--- src/rtl/sseg_pkg.sv ---
// Shared constants and helpers for the multiplexed 7-segment display driver
// and the board timing blocks built around it.
package sseg_pkg;

    localparam int SSEG_PHASES = 16;
    localparam logic [7:0] SSEG_OFF = 8'hFF;

    // Source cycles per PWM phase; one digit slot is SSEG_PHASES phases.
    function automatic int phase_cycles(input int clk_hz, input int digit_hz);
        return clk_hz / (digit_hz * SSEG_PHASES);
    endfunction

endpackage

--- src/rtl/sseg_prescaler.sv ---
// Free-running divide-by-DIV counter with a one-cycle tick on the last count.
// Shared by the display scan and other board timing blocks.
module sseg_prescaler #(
    parameter int DIV = 1,
    localparam int CW = (DIV > 1) ? $clog2(DIV) : 1
) (
    input  logic          clk,
    input  logic          reset,
    output logic [CW-1:0] cnt,
    output logic          tick
);

    localparam logic [CW-1:0] LAST = CW'(DIV - 1);

    assign tick = (cnt == LAST);

    always_ff @(posedge clk or posedge reset) begin
        if (reset) begin
            cnt <= '0;
        end else if (tick) begin
            cnt <= '0;
        end else begin
            cnt <= cnt + CW'(1);
        end
    end

endmodule

--- src/rtl/sseg_mux_driver.sv ---
// Time-multiplexed common-anode 7-segment driver with PWM brightness,
// per-digit blanking/blinking and a once-per-frame input snapshot.
module sseg_mux_driver
    import sseg_pkg::*;
#(
    parameter int CLK_HZ       = 100_000_000,
    parameter int DIGIT_HZ     = 1000,
    parameter int NUM_DISPLAYS = 2,
    parameter int NUM_DIGITS   = 4,
    parameter int BLINK_FRAMES = 250
) (
    input  logic                                 clk,
    input  logic                                 reset,
    input  logic [NUM_DISPLAYS*NUM_DIGITS*7-1:0] seg_in,
    input  logic [NUM_DISPLAYS*NUM_DIGITS-1:0]   dp_in,
    input  logic [NUM_DISPLAYS*NUM_DIGITS-1:0]   digit_en,
    input  logic [NUM_DISPLAYS*NUM_DIGITS-1:0]   blink_en,
    input  logic [3:0]                           brightness,
    output logic [NUM_DISPLAYS*NUM_DIGITS-1:0]   an,
    output logic [NUM_DISPLAYS*8-1:0]            seg,
    output logic                                 frame_start
);

    localparam int NK           = NUM_DISPLAYS * NUM_DIGITS;
    localparam int PHASE_CYCLES = phase_cycles(CLK_HZ, DIGIT_HZ);
    localparam int PRE_W        = (PHASE_CYCLES > 1) ? $clog2(PHASE_CYCLES) : 1;
    localparam int IDX_W        = (NUM_DIGITS > 1) ? $clog2(NUM_DIGITS) : 1;
    localparam int FRM_W        = (BLINK_FRAMES > 1) ? $clog2(BLINK_FRAMES) : 1;

    localparam logic [IDX_W-1:0] IDX_LAST   = IDX_W'(NUM_DIGITS - 1);
    localparam logic [FRM_W-1:0] FRM_LAST   = FRM_W'(BLINK_FRAMES - 1);
    localparam logic [3:0]       PHASE_LAST = 4'(SSEG_PHASES - 1);

    if (PHASE_CYCLES < 1) begin : g_bad_rate
        $error("sseg_mux_driver: CLK_HZ too low for DIGIT_HZ*16");
    end
    if (NUM_DIGITS < 2) begin : g_bad_digits
        $error("sseg_mux_driver: NUM_DIGITS must be at least 2");
    end
    if (BLINK_FRAMES < 1) begin : g_bad_blink
        $error("sseg_mux_driver: BLINK_FRAMES must be at least 1");
    end

    logic [PRE_W-1:0] pre_cnt;
    logic             tick;

    sseg_prescaler #(
        .DIV (PHASE_CYCLES)
    ) u_pre (
        .clk   (clk),
        .reset (reset),
        .cnt   (pre_cnt),
        .tick  (tick)
    );

    logic [3:0]       phase;
    logic [IDX_W-1:0] idx;
    logic [FRM_W-1:0] frame_cnt;
    logic             blink_off;

    logic slot_end;
    logic frame_end;
    logic blink_end;
    logic fs;

    assign slot_end  = tick && (phase == PHASE_LAST);
    assign frame_end = slot_end && (idx == IDX_LAST);
    assign blink_end = frame_end && (frame_cnt == FRM_LAST);
    assign fs        = (pre_cnt == '0) && (phase == '0) && (idx == '0);

    always_ff @(posedge clk or posedge reset) begin
        if (reset) begin
            phase     <= '0;
            idx       <= '0;
            frame_cnt <= '0;
            blink_off <= 1'b0;
        end else begin
            if (tick) begin
                phase <= phase + 4'd1;
            end
            if (slot_end) begin
                idx <= (idx == IDX_LAST) ? '0 : idx + IDX_W'(1);
            end
            if (frame_end) begin
                frame_cnt <= (frame_cnt == FRM_LAST) ? '0 : frame_cnt + FRM_W'(1);
            end
            if (blink_end) begin
                blink_off <= ~blink_off;
            end
        end
    end

    // Snapshot held for a whole frame so a digit never tears mid-scan.
    logic [6:0]            sh_seg   [NUM_DISPLAYS][NUM_DIGITS];
    logic [NUM_DIGITS-1:0] sh_dp    [NUM_DISPLAYS];
    logic [NUM_DIGITS-1:0] sh_en    [NUM_DISPLAYS];
    logic [NUM_DIGITS-1:0] sh_blink [NUM_DISPLAYS];

    always_ff @(posedge clk or posedge reset) begin
        if (reset) begin
            for (int d = 0; d < NUM_DISPLAYS; d++) begin
                for (int p = 0; p < NUM_DIGITS; p++) begin
                    sh_seg[d][p] <= '1;
                end
                sh_dp[d]    <= '0;
                sh_en[d]    <= '0;
                sh_blink[d] <= '0;
            end
        end else if (fs) begin
            for (int d = 0; d < NUM_DISPLAYS; d++) begin
                for (int p = 0; p < NUM_DIGITS; p++) begin
                    sh_seg[d][p]   <= seg_in[7*(d*NUM_DIGITS+p) +: 7];
                    sh_dp[d][p]    <= dp_in[d*NUM_DIGITS+p];
                    sh_en[d][p]    <= digit_en[d*NUM_DIGITS+p];
                    sh_blink[d][p] <= blink_en[d*NUM_DIGITS+p];
                end
            end
        end
    end

    logic [NUM_DISPLAYS-1:0] lit;
    logic [NK-1:0]           an_nxt;
    logic [NUM_DISPLAYS*8-1:0] seg_nxt;

    always_comb begin
        lit = '0;
        for (int d = 0; d < NUM_DISPLAYS; d++) begin
            lit[d] = (phase <= brightness)
                  && sh_en[d][idx]
                  && !(blink_off && sh_blink[d][idx]);
        end
    end

    always_comb begin
        an_nxt  = '1;
        seg_nxt = '1;
        for (int d = 0; d < NUM_DISPLAYS; d++) begin
            for (int p = 0; p < NUM_DIGITS; p++) begin
                if (IDX_W'(p) == idx) begin
                    an_nxt[d*NUM_DIGITS+p] = ~lit[d];
                end
            end
            seg_nxt[8*d +: 8] = lit[d] ? {~sh_dp[d][idx], sh_seg[d][idx]}
                                       : SSEG_OFF;
        end
    end

    always_ff @(posedge clk or posedge reset) begin
        if (reset) begin
            an          <= '1;
            seg         <= '1;
            frame_start <= 1'b0;
        end else begin
            an          <= an_nxt;
            seg         <= seg_nxt;
            frame_start <= fs;
        end
    end

endmodule

--- config.mk ---
export PLATFORM = sky130hd
export DESIGN_NAME = sseg_mux_driver
export DESIGN_NICKNAME = d
export VERILOG_FILES = /design/src/rtl/sseg_pkg.sv /design/src/rtl/sseg_prescaler.sv /design/src/rtl/sseg_mux_driver.sv
export SDC_FILE = /design/constraint.sdc
export NUM_CORES = 1
export LEC_CHECK = 0
export BUFFER_PORTS_ARGS = -buffer_cell sky130_fd_sc_hd__buf_2
export CAP_MARGIN = 20
export CELL_PAD_IN_SITES_DETAIL_PLACEMENT = 2
export CELL_PAD_IN_SITES_GLOBAL_PLACEMENT = 2
export CORE_UTILIZATION = 35
export CTS_CLUSTER_SIZE = 16
export DETAILED_ROUTE_END_ITERATION = 7
export GPL_TIMING_DRIVEN = 0
export PLACE_DENSITY_LB_ADDON = 0.1
export SLEW_MARGIN = 20
export SYNTH_ARGS = -nofsm -noshare
export SYNTH_HDL_FRONTEND = slang
export SYNTH_SLANG_ARGS = --single-unit
--- constraint.sdc ---
create_clock -name clk -period 3.37 [get_ports clk]
set_input_delay 0.1685 -clock clk [delete_from_list [all_inputs] [get_ports clk]]
set_output_delay 0.1685 -clock clk [all_outputs]
set_load 0.05 [all_outputs]
==> flow_summary.rst, run 1 <==
.. list-table::
   :header-rows: 1

   * - Metric
     - Value
   * - Worst hold-check path type
     - in2async
   * - Post-synth top flop
     - sky130_fd_sc_hd__dfstp_2
   * - Ys Warns
     - 0
   * - Register bit count reported by yosys
     - 133
   * - F_max
     - 0.338 GHz
   * - Sequential element share of the synthesized area
     - 57.0%
   * - Dominant cells by area after synthesis
     - sky130_fd_sc_hd__dfstp_2 35%, sky130_fd_sc_hd__dfrtp_1 22%, sky130_fd_sc_hd__mux2_2 9.7%
   * - PnR Total Power
     - 3.88 mW
   * - Gr usage total
     - 21.4%
   * - Ratio of cells with drive above 1 in the final layout
     - 47.6%
   * - Post-synthesis cell type count
     - 40
   * - Ratio of final minimum period to clock period
     - 87.8%
   * - Routability cong.
     - 0.770
   * - Number of antenna cells inserted
     - 0
   * - Category of the most critical setup path
     - reg2reg
   * - Commonest non-fill, non-tap cells in the layout
     - 114 x sky130_fd_sc_hd__buf_2, 81 x sky130_fd_sc_hd__dlygate4sd3_1, 80 x sky130_fd_sc_hd__dfstp_2
   * - Min cycle time layout
     - 2.96 ns
   * - Clock tree from TritonCTS
     - built
   * - Placeable core area
     - 0.0167 mm²
   * - Setup repair after global routing missed its margin
     - no
   * - Number of buffers inserted during clock tree synthesis
     - 17
   * - Worst slew pin tran
     - 0.662 ns
   * - Worst-case headroom to the max-slew limit
     - 55.7%
   * - Number of DRC violations after detailed routing
     - 0
   * - Total congestion overflow after global routing
     - 0
   * - Run status
     - finished, final reports clean
   * - Initial Util
     - 36.0%
   * - Count of mapped cells out of synthesis
     - 426
   * - # Post-CTS Setup Buffers
     - 0
   * - Origin of the worst setup path
     - idx[1]$_DFFE_PP0P_
   * - Worst Path Max Fanout
     - 10
   * - Number of hold violations in the final report
     - 0
   * - Clk_skew
     - 0.00998 ns
   * - Vias per cell
     - 4.89
   * - Most common cell after layout, fill and taps aside
     - sky130_fd_sc_hd__buf_2
   * - Routed Wire Length
     - 17100 µm
   * - Layout Nets
     - 741
   * - Clock edge transition at the registers on the reported setup and hold paths
     - 0.07 ns
   * - Detail Route Antenna Nets
     - 0
   * - Peak ir drop on the vdd network
     - 0.000366 V
   * - Proportion of register bits with asynchronous set or reset after synthesis
     - 100%
   * - Placement-stage cell area
     - 0.00692 mm²
   * - Post-Place Worst Slack
     - 0.385 ns
   * - Library cell with the largest summed area after synthesis
     - sky130_fd_sc_hd__dfstp_2
   * - Filler instances
     - 1619
   * - Wire per inst
     - 19.6 µm
   * - Number of enable-type register cells in the synthesized netlist
     - 0
   * - Fraction of the core area covered by cells at the end of the flow
     - 49.8%
   * - Die extent in x
     - 133 µm
   * - Crit path required time
     - 3.68 ns
   * - Total nets after synthesis
     - 527
   * - Insertion delay to the later sink of the worst-skew pair
     - 0.43 ns
   * - First-pass GRT wire length
     - 28200 µm
   * - Setup_tns
     - 0 ns
   * - Hold-fix buffer count after cts
     - 81
   * - Post-synthesis instance area
     - 0.00601 mm²
   * - Die Area
     - 0.0177 mm²
   * - Number of non-filler instances in the completed layout
     - 873
   * - DPL Wire Length
     - 11000 µm
   * - DP Cell Count
     - 760
   * - Area Growth Syn to Fin
     - 38.3%
   * - Post-layout worst setup margin
     - 0.412 ns
   * - Via count of the first global-routing pass
     - 5182
   * - Area fraction of the dominant cell type after synthesis
     - 35.0%
   * - MaxCap Viol Count
     - 0
   * - Largest net degree at the start of global routing
     - 31
   * - Reported leakage power
     - 3.60 nW
   * - Average size of a mapped cell
     - 14.1 µm²
   * - Drt pass-1 iters
     - 4
   * - Clock net sink count
     - 133
   * - Die height
     - 133 µm
   * - Setup-failing EPs final
     - 0
   * - Setup crit start kind
     - flop
   * - I/O Pins
     - 111
   * - Vias
     - 4269
   * - Count of instances resized after the clock tree is built
     - 0
   * - Power Dens Cells
     - 467 mW/mm²
   * - Pins Over Slew Limit
     - 0
   * - Number of port buffers
     - 110
   * - Depth of the CTS H-tree
     - 4
   * - DR iter-0 viols
     - 93
   * - Cell at the root of the clock tree
     - sky130_fd_sc_hd__clkbuf_16
   * - Critical Path AT
     - 3.27 ns
   * - Hold_ws
     - 0.382 ns
   * - Clock buffer depth
     - 2
   * - Worst r2r src
     - idx[1]$_DFFE_PP0P_
   * - Site Rows
     - 47
   * - Initial antenna violation count
     - 0
   * - Layout Cell Area excl Fill
     - 0.00831 mm²
   * - Worst setup EP type
     - flop
-- report_power, final --
part           leakage [nW]  switching, mW  internal, mW  total (mW)
Clock                 0.288          0.778          1.06        1.83
Combinational          1.80          0.154         0.168       0.322
Sequential             1.51         0.0313          1.70        1.73
Total                  3.60          0.963          2.92        3.88
-- flip-flops by register name, indices dropped and copies added (netlist names) --
name         cells
u_pre.cnt       13
sh_seg          56
phase            4
frame_start      1
idx              2
blink_off        1
seg             16
frame_cnt        8
an               8
sh_blink         8
sh_dp            8
sh_en            8
-- per-layer routing --
layer  share of wire (%)  GRT usage (%)  up-vias
met3                 3.9           5.75       26
li1                    -              -     1962
met5                   0              0        -
met2                  56           39.9       88
met1                  38           23.0     2193
met4                 2.0           7.66        0
-- worst paths after layout --
check | to | slack [ns] | depth (start not counted)
min in group clk | an[3]$_DFF_PP1_ | 0.38 | 4
max in group asynchronous | seg[11]$_DFF_PP1_ | 2.13 | 5
max reg2reg | sh_blink[3]$_DFFE_PP0P_ | 0.41 | 8
max | sh_blink[3]$_DFFE_PP0P_ | 0.41 | 8
min reg2reg | sh_en[7]$_DFFE_PP0P_ | 0.50 | 1
min | sh_blink[1]$_DFFE_PP0P_ | 0.38 | 3
-- synthesized netlist by cell type (4+ instances only) --
cell type	n
sky130_fd_sc_hd__nand2_1	10
sky130_fd_sc_hd__mux2_2	52
sky130_fd_sc_hd__nand3_1	32
sky130_fd_sc_hd__a21oi_1	5
sky130_fd_sc_hd__o21ai_0	9
sky130_fd_sc_hd__o31ai_1	7
sky130_fd_sc_hd__dfstp_2	80
sky130_fd_sc_hd__buf_6	8
sky130_fd_sc_hd__clkbuf_1	6
sky130_fd_sc_hd__xnor2_1	7
sky130_fd_sc_hd__mux2_1	31
sky130_fd_sc_hd__ha_1	15
sky130_fd_sc_hd__and4_1	5
sky130_fd_sc_hd__buf_2	4
sky130_fd_sc_hd__dfrtp_1	53
sky130_fd_sc_hd__a21boi_0	9
sky130_fd_sc_hd__mux4_2	18
sky130_fd_sc_hd__nor2_1	7
sky130_fd_sc_hd__and3_1	4
sky130_fd_sc_hd__nand4_1	6
sky130_fd_sc_hd__inv_1	27
-- cells by family (layout without fill, tap and decap cells) --
family	after synthesis	in the layout	share of synthesized area [%]
flip-flops	133	133	57.0
multiplexers	103	103	22.6
AND/OR/NAND/NOR	83	83	7.89
buffers and inverters	46	273	3.95
AO/OA/AOI/OAI	36	36	3.93
adder cells (fa/ha/maj)	15	15	3.12
XOR/XNOR	10	10	1.46
-- area by class of cell --
| cell class | instances | area [µm²] | area share [%] |
|---|---|---|---|
| sequential | 133 | 3430 | 41.2 |
| multi-input combinational | 247 | 2350 | 28.2 |
| timing repair buffer | 195 | 1440 | 17.3 |
| clock buffer | 18 | 439 | 5.28 |
| tap | 220 | 275 | 3.31 |
| clock inverter | 14 | 140 | 1.69 |
| buffer | 19 | 136 | 1.64 |
| inverter | 27 | 105 | 1.26 |
-- worst max-delay path, stage by stage, from the launching register on --
cell                      delay [ns]
sky130_fd_sc_hd__dfrtp_1        0.43
sky130_fd_sc_hd__buf_2          0.25
sky130_fd_sc_hd__buf_1          0.35
sky130_fd_sc_hd__inv_1          0.18
sky130_fd_sc_hd__ha_1           0.26
sky130_fd_sc_hd__nand3_1        0.17
sky130_fd_sc_hd__nor3_4         0.57
sky130_fd_sc_hd__buf_6          0.25
sky130_fd_sc_hd__mux2_2         0.37
Power figures use the tool's default switching activity.
==> inputs of run 2 (changes only) <==
BUFFER_PORTS_ARGS = unset   (was -buffer_cell sky130_fd_sc_hd__buf_2)
CORE_UTILIZATION = 39   (was 35)
DONT_BUFFER_PORTS = 1   (was unset)
==> run 2 against run 1 <==
  * Register-to-register slack worse by 0.08 ns
  * Fmax is 2.5% lower
  * Flip-flop and latch count stayed put
  * First-iteration DRC count is 44% higher
  * Die area is 10% lower
  * Critical path depth stayed put
  * Sequential power is 3% higher
  * Critical path type unchanged
  * Largest cell class unchanged
==> flow_summary.rst, run 2 (same netlist as run 1, synthesis figures left out) <==
.. list-table::
   :header-rows: 1

   * - Metric
     - Value
   * - Run status
     - finished, final reports clean
   * - Clk_skew
     - 0.0133 ns
   * - Cell at the root of the clock tree
     - sky130_fd_sc_hd__clkbuf_16
   * - Clock group share of total power
     - 48.4%
   * - Layout Nets
     - 631
   * - Die Area
     - 0.0159 mm²
   * - Worst Path Max Fanout
     - 10
   * - Worst-case headroom to the max-slew limit
     - 50.6%
   * - I/O Pins
     - 111
   * - Number of buffers inserted during clock tree synthesis
     - 17
   * - Site Rows
     - 45
   * - Layout Cell Area excl Fill
     - 0.00773 mm²
   * - Highest-delay cell along the critical path
     - sky130_fd_sc_hd__nor3_4
   * - Total congestion overflow after global routing
     - 0
   * - Filler instances
     - 1401
   * - Fraction of the core area covered by cells at the end of the flow
     - 51.1%
   * - MaxCap Viol Count
     - 0
   * - # Post-CTS Setup Buffers
     - 0
   * - Setup repair after global routing missed its margin
     - no
   * - Setup crit start kind
     - flop
   * - Category of the most critical setup path
     - reg2reg
   * - Via count of the first global-routing pass
     - 4697
   * - Area of the multi-input gates
     - 0.00235 mm²
   * - F_max
     - 0.329 GHz
   * - Min cycle time layout
     - 3.04 ns
   * - Number of port buffers
     - 0
   * - Drt pass-1 iters
     - 4
   * - Power Dens Cells
     - 501 mW/mm²
   * - Placement-stage cell area
     - 0.00633 mm²
   * - Worst r2r src
     - idx[1]$_DFFE_PP0P_
   * - Buf+Inv Stages, Crit Path
     - 4
   * - Peak ir drop on the vdd network
     - 0.000308 V
   * - Largest net degree at the start of global routing
     - 33
   * - Origin of the worst setup path
     - idx[1]$_DFFE_PP0P_
   * - Pins Over Slew Limit
     - 0
   * - Vias
     - 3894
   * - Largest registers
     - sh_seg (56), seg (16), u_pre.cnt (13)
   * - Wire per inst
     - 23.1 µm
   * - Critical path cell sequence
     - buf_2 > buf_1 > inv_1 > ha_1 > nand3_1 > nor3_4 > buf_6 > mux2_2
   * - Area Growth Syn to Fin
     - 28.6%
   * - Worst setup EP type
     - flop
   * - Crit-path max cell delay
     - 0.61 ns
   * - Register area
     - 0.00343 mm²
   * - Clock net sink count
     - 133
   * - Hold_ws
     - 0.239 ns
   * - First-pass GRT wire length
     - 27100 µm
   * - Depth of the CTS H-tree
     - 4
   * - Routed Wire Length
     - 16900 µm
   * - Fraction of power spent switching nets
     - 22.5%
   * - Detail Route Antenna Nets
     - 0
   * - Insertion delay to the later sink of the worst-skew pair
     - 0.42 ns
   * - Commonest non-fill, non-tap cells in the layout
     - 81 x sky130_fd_sc_hd__dlygate4sd3_1, 80 x sky130_fd_sc_hd__dfstp_2, 53 x sky130_fd_sc_hd__dfrtp_1
   * - Ratio of final minimum period to clock period
     - 90.1%
   * - Setup_tns
     - 0 ns
   * - Cell Int Power
     - 3.00 mW
   * - Number of DRC violations after detailed routing
     - 0
   * - Share of total power in sequential cells
     - 46.0%
   * - Routability cong.
     - 0.731
   * - Vias per cell
     - 5.33
   * - Ratio of cells with drive above 1 in the final layout
     - 36.1%
   * - DR iter-0 viols
     - 134
   * - Number of antenna cells inserted
     - 0
   * - Crit path required time
     - 3.66 ns
   * - Worst hold-check path type
     - in2async
   * - Setup-failing EPs final
     - 0
   * - DPL Wire Length
     - 10300 µm
   * - Gr usage total
     - 23.2%
   * - Net switching power
     - 0.870 mW
   * - Worst slew pin tran
     - 0.740 ns
   * - Placeable core area
     - 0.0151 mm²
   * - Number of hold violations in the final report
     - 0
   * - Register with the most flip-flops
     - sh_seg
   * - Number of flip-flops in the largest register
     - 56
   * - Critical Path AT
     - 3.33 ns
   * - Clock edge transition at the registers on the reported setup and hold paths
     - 0.06 ns
   * - Clock buffer depth
     - 2
   * - Largest delay contributor family on the critical path
     - buffers and inverters
   * - Clock tree from TritonCTS
     - built
   * - Combinational power share
     - 5.6%
   * - Die extent in x
     - 126 µm
   * - Reported leakage power
     - 3.18 nW
   * - Die height
     - 126 µm
   * - PnR Total Power
     - 3.87 mW
   * - Initial Util
     - 39.7%
   * - Initial antenna violation count
     - 0
   * - Most common cell after layout, fill and taps aside
     - sky130_fd_sc_hd__dlygate4sd3_1
==> run 2: through the flow <==
step,worst slack (ns),cells
floorplan,1.09,426
global placement,0.454,614
detailed placement,0.401,618
CTS,0.348,731
global route,0.203,731
finish,0.335,731
==> run 2: final cells by class <==
class | instances | area share [%]
Tap cell | 188 | 3.04
Sequential cell | 133 | 44.3
Timing Repair Buffer | 85 | 11.5
Buffer | 19 | 1.76
Multi-Input combinational cell | 247 | 30.3
Inverter | 27 | 1.36
Clock buffer | 25 | 6.42
Clock inverter | 7 | 1.21
==> run 2: metal layers <==
layer | global-route usage (%) | part of all wire (%) | vias up
li1 | - | - | 1745
met5 | 0 | 0 | -
met3 | 6.03 | 4.1 | 22
met1 | 25.9 | 39 | 2035
met2 | 41.7 | 54 | 92
met4 | 9.57 | 2.2 | 0
==> run 2: worst paths after layout <==
kind                       slack (ns)                       end  depth (start not counted)
hold reg to reg                  0.49      sh_en[7]$_DFFE_PP0P_                          1
min in group clk                 0.34           an[2]$_DFF_PP1_                          3
hold / removal                   0.24  frame_cnt[1]$_DFFE_PP0P_                          2
max in group asynchronous        2.08    sh_seg[23]$_DFFE_PP1P_                          5
setup / recovery                 0.33   sh_blink[3]$_DFFE_PP0P_                          8
setup reg to reg                 0.33   sh_blink[3]$_DFFE_PP0P_                          8
==> run 2: worst reg2reg max path, cell delays in order (launching register included) <==
cell and delay [ns]:
sky130_fd_sc_hd__dfrtp_1 0.42, sky130_fd_sc_hd__buf_2 0.25, sky130_fd_sc_hd__buf_1 0.37, sky130_fd_sc_hd__inv_1 0.20, sky130_fd_sc_hd__ha_1 0.24, sky130_fd_sc_hd__nand3_1 0.17
sky130_fd_sc_hd__nor3_4 0.61, sky130_fd_sc_hd__buf_6 0.27, sky130_fd_sc_hd__mux2_2 0.39
==> run 2: power groups by stage <==
stage | sequential [mW] | combinational (mW) | clock (mW)
6_report | 1.78 | 0.218 | 1.87
5_1_grt | 1.79 | 0.238 | 1.97
4_1_cts | 1.77 | 0.215 | 1.90
3_5_place_dp | 1.80 | 0.139 | 0
3_3_place_gp | 1.79 | 0.119 | 0
2_1_floorplan | 1.78 | 0.0988 | 0
==> run 2: repair_timing <==
action | in CTS | in global routing
endpoints found under the hold margin | 113 | 0
setup endpoints to repair | 0 | 0
gates resized for setup | 0 | 0
hold buffers | 81 | 0
==> inputs of run 3 (changes only) <==
PLACE_DENSITY = 0.86   (was unset)
PLACE_DENSITY_LB_ADDON = unset   (was 0.1)
==> run 3 against run 2 <==
  * Worst hold slack improved by 0.14 ns
  * Critical endpoint is now sh_blink[6]$_DFFE_PP0P_
  * Design area increased by 0.13%
  * Flip-flop and latch count unchanged
  * Highest routed layer unchanged
  * Combinational power increased by 6%
==> flow_summary.rst, run 3 (same netlist as run 1, synthesis figures left out) <==
.. list-table::
   :header-rows: 1

   * - Metric
     - Value
   * - Run status
     - finished, final reports clean
   * - I/O Pins
     - 111
   * - Register with the most flip-flops
     - sh_seg
   * - Depth of the CTS H-tree
     - 4
   * - Clock buffer depth
     - 2
   * - Largest registers
     - sh_seg (56), seg (16), u_pre.cnt (13)
   * - Initial Util
     - 39.7%
   * - Layout Nets
     - 630
   * - Commonest non-fill, non-tap cells in the layout
     - 81 x sky130_fd_sc_hd__dlygate4sd3_1, 80 x sky130_fd_sc_hd__dfstp_2, 53 x sky130_fd_sc_hd__dfrtp_1
   * - Worst-case headroom to the max-slew limit
     - 46.0%
   * - Count of instances resized after the clock tree is built
     - 0
   * - F_max
     - 0.319 GHz
   * - Ratio of cells with drive above 1 in the final layout
     - 36.2%
   * - Worst hold-check path type
     - in2async
   * - Number of flip-flops in the largest register
     - 56
   * - Hold_ws
     - 0.375 ns
   * - Pins Over Slew Limit
     - 0
   * - Clock tree from TritonCTS
     - built
   * - Via count of the first global-routing pass
     - 5092
   * - Met3 routed WL
     - 1040 µm
   * - Setup-failing EPs final
     - 0
   * - Clock group share of total power
     - 49.7%
   * - Number of buffers inserted during clock tree synthesis
     - 17
   * - Ratio of final minimum period to clock period
     - 93.0%
   * - Met1 wire length
     - 8080 µm
   * - DPL Wire Length
     - 10700 µm
   * - Post-layout worst setup margin
     - 0.236 ns
   * - Cell Int Power
     - 3.06 mW
   * - Site Rows
     - 45
   * - Die extent in x
     - 126 µm
   * - Cell at the root of the clock tree
     - sky130_fd_sc_hd__clkbuf_16
   * - Number of hold violations in the final report
     - 0
   * - Worst slew pin tran
     - 0.808 ns
   * - Routability cong.
     - 0.724
   * - Drt pass-1 iters
     - 4
   * - Total congestion overflow after global routing
     - 0
   * - Share of total power in sequential cells
     - 44.6%
   * - Largest net degree at the start of global routing
     - 37
   * - DR iter-0 viols
     - 195
   * - Most common cell after layout, fill and taps aside
     - sky130_fd_sc_hd__dlygate4sd3_1
   * - Layout Cell Area excl Fill
     - 0.00774 mm²
   * - Peak ir drop on the vdd network
     - 0.000356 V
   * - Combinational power share
     - 5.7%
   * - Area Growth Syn to Fin
     - 28.8%
   * - Worst Path Max Fanout
     - 10
   * - Die height
     - 126 µm
   * - Power Dens Cells
     - 517 mW/mm²
   * - MaxCap Viol Count
     - 0
   * - Crit path required time
     - 3.67 ns
   * - Fraction of the core area covered by cells at the end of the flow
     - 51.1%
   * - Clk_skew
     - 0.0129 ns
   * - Number of port buffers
     - 0
   * - Top sig layer
     - met4
   * - Worst reg-to-reg setup slack
     - 0.24 ns
   * - PnR Total Power
     - 4.00 mW
   * - Vias per cell
     - 5.63
   * - Wire per inst
     - 28.2 µm
   * - Worst setup EP type
     - flop
   * - Fraction of power spent switching nets
     - 23.4%
   * - Setup repair after global routing missed its margin
     - no
   * - Routed Wire Length
     - 20600 µm
   * - Clock edge transition at the registers on the reported setup and hold paths
     - 0.06 ns
   * - Placement-stage cell area
     - 0.00631 mm²
   * - Placeable core area
     - 0.0151 mm²
   * - # Post-CTS Setup Buffers
     - 0
   * - DP Cell Count
     - 617
   * - Clock net sink count
     - 133
   * - Net switching power
     - 0.938 mW
   * - Reported leakage power
     - 3.19 nW
   * - Setup crit start kind
     - flop
   * - Setup_tns
     - 0 ns
   * - Critical Path AT
     - 3.43 ns
   * - Category of the most critical setup path
     - reg2reg
   * - Die Area
     - 0.0159 mm²
   * - Gr usage total
     - 27.9%
   * - Detail Route Antenna Nets
     - 0
   * - Number of non-filler instances in the completed layout
     - 731
   * - Number of DRC violations after detailed routing
     - 0
   * - Filler instances
     - 1337
   * - Insertion delay to the later sink of the worst-skew pair
     - 0.43 ns
   * - Initial antenna violation count
     - 1
   * - First-pass GRT wire length
     - 32000 µm
   * - Min cycle time layout
     - 3.13 ns
   * - Vias
     - 4112
   * - Met2 layer wire length in the routed design
     - 10700 µm
   * - Post-Place Worst Slack
     - 0.321 ns
-- run 3: changes by cell type in the layout (fill, tap and decap cells not counted), sizes merged --
cell and change:
buf -1, clkinv +1, inv -2, clkbuf +1, diode +1
-- run 3: cell type report --
type / count / area (µm²) / area share [%]
Sequential cell: 133 / 3430 / 44.3
Timing Repair Buffer: 84 / 871 / 11.2
Clock buffer: 26 / 532 / 6.87
Tap cell: 188 / 235 / 3.04
Antenna cell: 1 / 2.50 / 0.0323
Multi-Input combinational cell: 247 / 2350 / 30.3
Clock inverter: 6 / 86.3 / 1.12
Inverter: 27 / 105 / 1.36
Buffer: 19 / 136 / 1.76
-- run 3: critical path: stages (launching register included) --
cell and delay [ns]:
sky130_fd_sc_hd__dfrtp_1 0.46, sky130_fd_sc_hd__buf_2 0.27, sky130_fd_sc_hd__buf_1 0.39, sky130_fd_sc_hd__inv_1 0.20
sky130_fd_sc_hd__ha_1 0.26, sky130_fd_sc_hd__nand3_1 0.17, sky130_fd_sc_hd__nor3_4 0.61, sky130_fd_sc_hd__buf_6 0.25
sky130_fd_sc_hd__mux2_2 0.37
-- run 3: path summary, 6_finish.rpt --
path                            depth (start not counted)                 endpoint                 start
worst max-delay path                                    8  sh_blink[6]$_DFFE_PP0P_    idx[1]$_DFFE_PP0P_
worst min-delay path                                    2  sh_blink[2]$_DFFE_PP0P_                 reset
worst max register to register                          8  sh_blink[6]$_DFFE_PP0P_    idx[1]$_DFFE_PP0P_
worst min register to register                          1     sh_en[4]$_DFFE_PP0P_  sh_en[4]$_DFFE_PP0P_
max in group asynchronous                               5        seg[14]$_DFF_PP1_                 reset
min in group clk                                        3          an[1]$_DFF_PP1_         brightness[0]
-- run 3: what timing repair did --
item                       4_1_cts  5_1_grt
setup endpoints to repair        0        0
hold endpoints to repair        88        0
hold buffers                    81        0
-- run 3: metal layers --
layer / vias to the layer above / track usage, %
met5: - / 0
met4: 0 / 13.1
met3: 54 / 7.69
met2: 153 / 48.8
met1: 2163 / 31.7
li1: 1742 / -
-- run 3: power by group through the flow --
stage                     Sequential (mW)  Combinational, mW  Clock (mW)
after floorplan                      1.78             0.0988           0
after global routing                 1.79              0.246        2.06
after global placement               1.79              0.118           0
final                                1.78              0.230        1.99
after detailed placement             1.80              0.136           0
after CTS                            1.78              0.216        1.97
